## config.mk

```make
export PLATFORM = sky130hd
export DESIGN_NAME = sum_reduce_sched
export DESIGN_NICKNAME = d
export VERILOG_FILES = /design/src/rtl/sum_pkg.sv /design/src/rtl/sum_adder_bank.sv /design/src/rtl/sum_reduce_sched.sv
export SDC_FILE = /design/constraint.sdc
export NUM_CORES = 1
export LEC_CHECK = 0
export ABC_AREA = 1
export ABC_CLOCK_PERIOD_IN_PS = 4500
export BUFFER_PORTS_ARGS = -buffer_cell sky130_fd_sc_hd__buf_2
export CAP_MARGIN = 25
export CELL_PAD_IN_SITES_DETAIL_PLACEMENT = 1
export CELL_PAD_IN_SITES_GLOBAL_PLACEMENT = 2
export CORE_MARGIN = 5
export CORE_UTILIZATION = 30
export DETAILED_ROUTE_END_ITERATION = 7
export PLACE_DENSITY_LB_ADDON = 0.15
export SLEW_MARGIN = 20
export SYNTH_ARGS = -nofsm -noshare
export SYNTH_HDL_FRONTEND = slang
export SYNTH_SLANG_ARGS = --single-unit
```

## constraint.sdc

```tcl
create_clock -name clk -period 4.5 [get_ports clk]
set_clock_uncertainty 0.15 [all_clocks]
set_input_delay 0.675 -clock clk [delete_from_list [all_inputs] [get_ports clk]]
set_output_delay 0.675 -clock clk [all_outputs]
set_load 0.01 [all_outputs]
```

## src/rtl/sum_pkg.sv

```systemverilog
// ============================================================================
// sum_pkg : shared types, defaults and helpers for the sum reduction blocks
// Revision: 1.0
// ============================================================================
`default_nettype none

package sum_pkg;

    typedef enum logic [1:0] {
        ST_IDLE = 2'd0,
        ST_RUN  = 2'd1,
        ST_DONE = 2'd2
    } state_t;

    localparam int N_DEFAULT = 30;
    localparam int W_DEFAULT = 5;
    localparam int A_DEFAULT = 6;

    function automatic int clog2(input int value);
        int result;
        result = 0;
        for (int i = 0; i < 31; i++) begin
            if ((1 << i) < value) result = i + 1;
        end
        return result;
    endfunction

endpackage

`default_nettype wire

```

## src/rtl/sum_adder_bank.sv

```systemverilog
// ============================================================================
// sum_adder_bank : A independent combinational OW-bit adders, s[k] = a[k]+b[k]
// Revision: 1.0
// ============================================================================
`default_nettype none

module sum_adder_bank #(
    parameter int A  = 6,
    parameter int OW = 10
) (
    input  logic [A-1:0][OW-1:0] a,
    input  logic [A-1:0][OW-1:0] b,
    output logic [A-1:0][OW-1:0] s
);

    generate
        for (genvar k = 0; k < A; k++) begin : g_add
            assign s[k] = a[k] + b[k];
        end
    endgenerate

endmodule

`default_nettype wire

```

## src/rtl/sum_reduce_sched.sv

```systemverilog
// ============================================================================
// sum_reduce_sched : multi-cycle N-operand sum over a bank of A shared adders
// Revision: 1.0
// ============================================================================
`default_nettype none

module sum_reduce_sched
    import sum_pkg::*;
#(
    parameter int N  = N_DEFAULT,
    parameter int W  = W_DEFAULT,
    parameter int A  = A_DEFAULT,
    parameter int OW = W + clog2(N),
    parameter int CW = 8
) (
    input  logic           clk,
    input  logic           rst,
    input  logic           start,
    input  logic [N*W-1:0] nums,
    output logic           busy,
    output logic           done,
    output logic [OW-1:0]  sum,
    output logic [CW-1:0]  cycles
);

    localparam int CNTW = clog2(N + 1);
    // Padded view of the buffer so every pair/carry index stays in range.
    localparam int NB   = N + 2 * A;
    localparam int BIW  = clog2(NB);

    state_t               state;
    state_t               state_next;
    logic [OW-1:0]        work      [N];
    logic [OW-1:0]        work_next [N];
    logic [OW-1:0]        run_next  [N];
    logic [OW-1:0]        ext       [NB];
    logic [CNTW-1:0]      cnt;
    logic [CNTW-1:0]      cnt_next;
    logic [CNTW-1:0]      half;
    logic [CNTW-1:0]      pairs;
    logic [CW-1:0]        pass;
    logic [CW-1:0]        pass_next;
    logic [A-1:0][OW-1:0] add_a;
    logic [A-1:0][OW-1:0] add_b;
    logic [A-1:0][OW-1:0] add_s;

    always_comb begin
        half  = cnt >> 1;
        pairs = (int'(half) > A) ? CNTW'(A) : half;
    end

    generate
        for (genvar i = 0; i < NB; i++) begin : g_ext
            if (i < N) begin : g_live
                assign ext[i] = work[i];
            end else begin : g_pad
                assign ext[i] = '0;
            end
        end

        for (genvar k = 0; k < A; k++) begin : g_route
            assign add_a[k] = (k < int'(pairs)) ? ext[2*k]   : '0;
            assign add_b[k] = (k < int'(pairs)) ? ext[2*k+1] : '0;
        end

        // Pair sums land at the front; leftovers slide down by 'pairs' slots.
        for (genvar i = 0; i < N; i++) begin : g_shift
            logic [OW-1:0] pair_sum;
            if (i < A) begin : g_sum
                assign pair_sum = add_s[i];
            end else begin : g_nosum
                assign pair_sum = '0;
            end
            assign run_next[i] = (i < int'(pairs))       ? pair_sum :
                                 (i < int'(cnt - pairs)) ? ext[BIW'(i) + BIW'(pairs)] :
                                                           '0;
        end
    endgenerate

    sum_adder_bank #(
        .A  (A),
        .OW (OW)
    ) u_bank (
        .a (add_a),
        .b (add_b),
        .s (add_s)
    );

    always_comb begin
        state_next = state;
        cnt_next   = cnt;
        pass_next  = pass;
        work_next  = work;
        case (state)
            ST_IDLE: begin
                if (start) begin
                    for (int i = 0; i < N; i++) begin
                        work_next[i] = OW'(nums[i*W +: W]);
                    end
                    cnt_next   = CNTW'(N);
                    pass_next  = '0;
                    state_next = (N == 1) ? ST_DONE : ST_RUN;
                end
            end
            ST_RUN: begin
                work_next = run_next;
                cnt_next  = cnt - pairs;
                pass_next = pass + CW'(1);
                if (cnt_next == CNTW'(1)) state_next = ST_DONE;
            end
            ST_DONE: state_next = ST_IDLE;
            default: state_next = ST_IDLE;
        endcase
    end

    always_ff @(posedge clk) begin
        if (rst) begin
            state  <= ST_IDLE;
            cnt    <= '0;
            pass   <= '0;
            sum    <= '0;
            cycles <= '0;
            for (int i = 0; i < N; i++) work[i] <= '0;
        end else begin
            state <= state_next;
            cnt   <= cnt_next;
            pass  <= pass_next;
            for (int i = 0; i < N; i++) work[i] <= work_next[i];
            // Result is captured on entry to DONE so it is valid with the pulse.
            if (state_next == ST_DONE) begin
                sum    <= work_next[0];
                cycles <= pass_next;
            end
        end
    end

    assign busy = (state == ST_RUN) || (state == ST_DONE);
    assign done = (state == ST_DONE);

endmodule

`default_nettype wire

```

==> results <==
- The clock latency of the later-clocked register in the worst-skew pair is approximately 0.67 ns.
- The startpoint-to-endpoint class of the critical path is reg2reg.
- Summing over every cut layer, the via total after detailed routing is 45591.
- The post-route netlist has roughly a tenth of its cells at a drive strength greater than 1.
- The first-pass GRT wire length is 338000 um.
- The buffer levels on the longest clock path is 3.
- In this run the most critical hold path is launched from nums[149].
- The clock transition time at the flip-flop clock pins of the worst setup and hold paths is 0.07 ns.
- The clock net sink count is 333.
- The slowest stage cell on the critical path is sky130_fd_sc_hd__nor2_1.
- Setup violations remaining at the end of the flow were counted as 0.
- From left edge to right edge, the die measures 344 um.
- Walking the worst path, the cells encountered are a21oi_4 > nand2_8 > clkinv_2 > ha_1 > fa_1 > inv_1 > nand3_1 > nand2_1 > nand2_1 > nand2_2 > nand2_4 > inv_2 > nand2_2 > nor2_1 > o211ai_1 > a21oi_1.
- The kind of start point of the critical path is a flip-flop.
- Relative to the synthesized area, the layout overhead comes to 15.2%.
- The number of unique standard cell types used by synthesis is 53.
- The minimum period implied by the final worst setup slack is 4.10 ns.
- The portion of the post-synthesis area used by sequential elements is 20.0%.
- The tightest slew margin relative to the limit is -120%.
- between 150 and 200 I/O pins were placed.
- The worst voltage drop across the vdd grid is 0.330 mV.
- The worst hold margin is 0.125 ns.
- The run finished, with violations left.
- The floorplan die area is 118000 um2.
- The via count of the first global-routing pass is about 43000.
- The final net count is 6309.
- In the global route stage, overall resource usage came out at 40.3%.
- The final worst-path cycle share is about nine tenths.
- The synthesized flop and latch total is approximately 330.
- The filler cells instantiated in the layout total between 15000 and 20000.
- The tree is rooted in a sky130_fd_sc_hd__clkbuf_16.
- After detailed routing, the number of remaining DRC violations is 0.
- The initialized floorplan defines roughly 120 standard-cell rows.
- In this run the post-CTS setup repair buffer count came out at 0.
- In this run, CTS created clock tree buffers numbering 51.
- The endpoint of the worst hold-timing path is ext[124].
- The placed instance area is 36500 um2.
- The worst setup slack for register-to-register paths is 0.40 ns.
- The slew at the pin closest to its max-slew limit is between 3 and 4 ns.
- For the worst flop-to-flop path, the logic depth is 16.
- After the flow finishes, the layout carries non-filler instances totaling about 7600.
- The number of buffers inserted for hold repair after clock tree synthesis is 0.
- The HPWL after detailed placement is 189000 um.
- The area of combinational cells with multiple inputs is about 23000 um2.
- The critical path's largest stage delay is 0.73 ns.
- After floorplanning, the core was sized to cover 111000 um2.
- The routed wire length is 247000 um.
- The pin count of the biggest net entering global routing is 156.
- Dividing the detail-routed wire length by the instance count gives 32.5 um.
- The die is 344 um tall.
- Synthesis produced around 6100 cells.
- Setup repair after global routing left no endpoint under its margin.
- The share of the core filled with cells in the final layout is 34.8%.
- The congestion estimate from routability-driven global placement came to a little under 1.
- The effective utilization at floorplan is between 30% and 40%.
- The hold-critical path depth is 3.
- Power spread over the standard cell area amounts to 528 nW/um2.
- CTS built an H-tree with a depth of 2.
- Gates resized during post-CTS repair numbered 0.
- The highest attainable clock frequency is 244 MHz.
- The count of pins over their slew limit is roughly 110.
- The flip-flop and latch area is 6670 um2.
- The total standard cell area after synthesis is approximately 33000 um2.
- For this design the static power due to leakage is 0.0169 uW.
- The initial antenna violation count is 22.
- The number of endpoints with negative hold slack in the final report is 0.
- The number of I/O port buffers is 172.
- The first-pass detailed-route iteration total is 5.
- In this run the critical register-to-register path is captured at ext[254].
- The kind of path behind the tightest hold check is in2reg.
- Using the TritonRoute via totals, the vias-per-cell ratio works out to approximately 6.
- The final cell area excluding filler cells is 38500 um2.
- The number of DRC markers in iteration 0 is 5291.
- Data on the critical path is required at its endpoint by 4.94 ns.
- The setup total negative slack is 0 ns.
- The checks that failed: max-slew violations.
- Max-cap violations in this run came to 0.
- A synthesized cell averages 5.51 um2.
- During synthesis, Yosys emitted a total of 0 warnings.
- Once placement completed, the tool counted placed cells totaling 7514.
- The startpoint of the worst register-to-register path is cnt[4].
- The highest fanout seen on the critical path is 9.
- For the worst setup path, the data arrival time is 4.54 ns.
- The CTS tree is yes.
- Global routing finished with a remaining overflow of 0.
- The worst setup path is captured at a flip-flop.
- The number of nets with antenna violations after routing is 0.
==> placed cells by master, fill, tap and decap left out, types with 10 or more instances in the layout <==
| cell type | count |
|---|---|
| sky130_fd_sc_hd__dfxtp_1 | 333 |
| sky130_fd_sc_hd__o21a_1 | 19 |
| sky130_fd_sc_hd__buf_12 | 26 |
| sky130_fd_sc_hd__buf_2 | 171 |
| sky130_fd_sc_hd__xnor2_1 | 18 |
| sky130_fd_sc_hd__nor2_2 | 13 |
| sky130_fd_sc_hd__a21oi_1 | 537 |
| sky130_fd_sc_hd__nor2_4 | 10 |
| sky130_fd_sc_hd__nor2_1 | 235 |
| sky130_fd_sc_hd__clkbuf_8 | 16 |
| sky130_fd_sc_hd__o21ai_0 | 487 |
| sky130_fd_sc_hd__nand3b_1 | 14 |
| sky130_fd_sc_hd__o21ai_1 | 40 |
| sky130_fd_sc_hd__ha_1 | 69 |
| sky130_fd_sc_hd__a31oi_1 | 14 |
| sky130_fd_sc_hd__and2_1 | 26 |
| sky130_fd_sc_hd__buf_4 | 202 |
| sky130_fd_sc_hd__clkinv_2 | 10 |
| sky130_fd_sc_hd__bufinv_16 | 11 |
| sky130_fd_sc_hd__nand2_1 | 1910 |
| sky130_fd_sc_hd__inv_2 | 12 |
| sky130_fd_sc_hd__nand4_1 | 36 |
| sky130_fd_sc_hd__nand3_1 | 1167 |
| sky130_fd_sc_hd__clkbuf_16 | 53 |
| sky130_fd_sc_hd__or2_2 | 18 |
| sky130_fd_sc_hd__o211ai_1 | 157 |
| sky130_fd_sc_hd__inv_1 | 379 |
| sky130_fd_sc_hd__xor2_1 | 15 |
==> critical path: cells and delay by family, from the launching register on <==
family,cells,cell delay (ns)
AOI/OAI and AO/OA,3,0.72
adders and majority gates,2,0.63
buffers and inverters,3,0.28
DFF,1,0.61
and+or+nand+nor,8,1.61
==> area by class of cell <==
type,instances,share of cell area (%)
Antenna cell,4,0.0260
Timing Repair Buffer,400,7.55
Clock inverter,24,1.10
Multi-Input combinational cell,4888,61.1
Inverter,405,4.00
Clock buffer,71,4.04
Sequential cell,333,17.3
Tap cell,1488,4.84
==> how the worst max path moves through the flow <==
stage                     depth (start not counted)       end  slack (ns)   start
after detailed placement                         16  ext[254]        0.55  cnt[4]
after global routing                             19    sum[0]        0.25  cnt[4]
after CTS                                        16  ext[254]        0.55  cnt[4]
final                                            16  ext[254]        0.40  cnt[4]
after floorplan                                  23  ext[366]        0.14  cnt[3]
after global placement                           16  ext[325]        0.56  cnt[4]
==> kinds of logic (layout without fill, tap and decap cells) <==
group                    after synthesis  count (layout)  share of synthesized area, %
AND/OR/NAND/NOR                     3464            3464                          44.6
flip-flops                           333             333                          20.0
buffers and inverters                839             900                          9.97
XOR/XNOR                              33              33                         0.866
adder cells (fa/ha/maj)               77              77                          3.04
multiplexers                           4               4                         0.120
other                                  2              13                        0.0225
AO/OA/AOI/OAI                       1301            1301                          21.4
==> state kept, by name, indices dropped and copies added (netlist names) <==
signal,cells
cnt,5
cycles,8
ext,300
pass,8
state,2
sum,10
==> cell usage after synthesis (all sizes together) <==
| master | number | area, um2 |
|---|---|---|
| nand2 | 1922 | 7240 |
| nand3 | 1167 | 5840 |
| a21oi | 543 | 2740 |
| o21ai | 528 | 2650 |
| inv | 397 | 1490 |
| dfxtp | 333 | 6670 |
| clkbuf | 275 | 1030 |
| nor2 | 258 | 1040 |
| buf | 159 | 774 |
| o211ai | 157 | 1180 |
| ha | 70 | 876 |
| nand4 | 36 | 225 |
| and2 | 26 | 163 |
| or2 | 21 | 131 |
| o21a | 19 | 143 |
| xnor2 | 18 | 158 |
| nor3 | 17 | 138 |
| xor2 | 15 | 131 |
| a31oi | 14 | 87.6 |
| nand3b | 14 | 105 |
| o221ai | 9 | 78.8 |
| clkinv | 8 | 30.0 |
| fa | 7 | 140 |
| o2111ai | 6 | 52.6 |
| o311ai | 5 | 43.8 |
| a22oi | 4 | 30.0 |
| mux2i | 4 | 40.0 |
| o21bai | 4 | 30.0 |
| o31ai | 3 | 22.5 |
| a21o | 2 | 15.0 |
| a221oi | 2 | 17.5 |
| a32o | 2 | 20.0 |
| conb | 2 | 7.51 |
| nor4 | 2 | 12.5 |
| a21boi | 1 | 7.51 |
| a41oi | 1 | 8.76 |
| and3 | 1 | 6.26 |
| o22ai | 1 | 6.26 |
==> per-layer routing <==
metal  GRT usage (%)  wire length (um)  up-vias
li1                -                 -    20376
met1            53.8            104000    22371
met2            61.3            104000     2293
met3            7.55             22200      541
met4            22.1             16800       10
met5           0.940               207        -
==> power by group <==
group / switching, uW / total [uW] / internal [uW]
clock: 1860 / 4900 / 3040
sequential: 284 / 3480 / 3200
combinational: 9020 / 11900 / 2920
total: 11200 / 20300 / 9160
==> stage by stage <==
stage / setup WS, ns / power (uW)
CTS: 0.555 / 19700
global placement: 0.558 / 14700
finish: 0.398 / 20300
global route: 0.255 / 21000
detailed placement: 0.548 / 14800
floorplan: 0.136 / 9810
No activity file was read; power rests on OpenSTA's default activity.
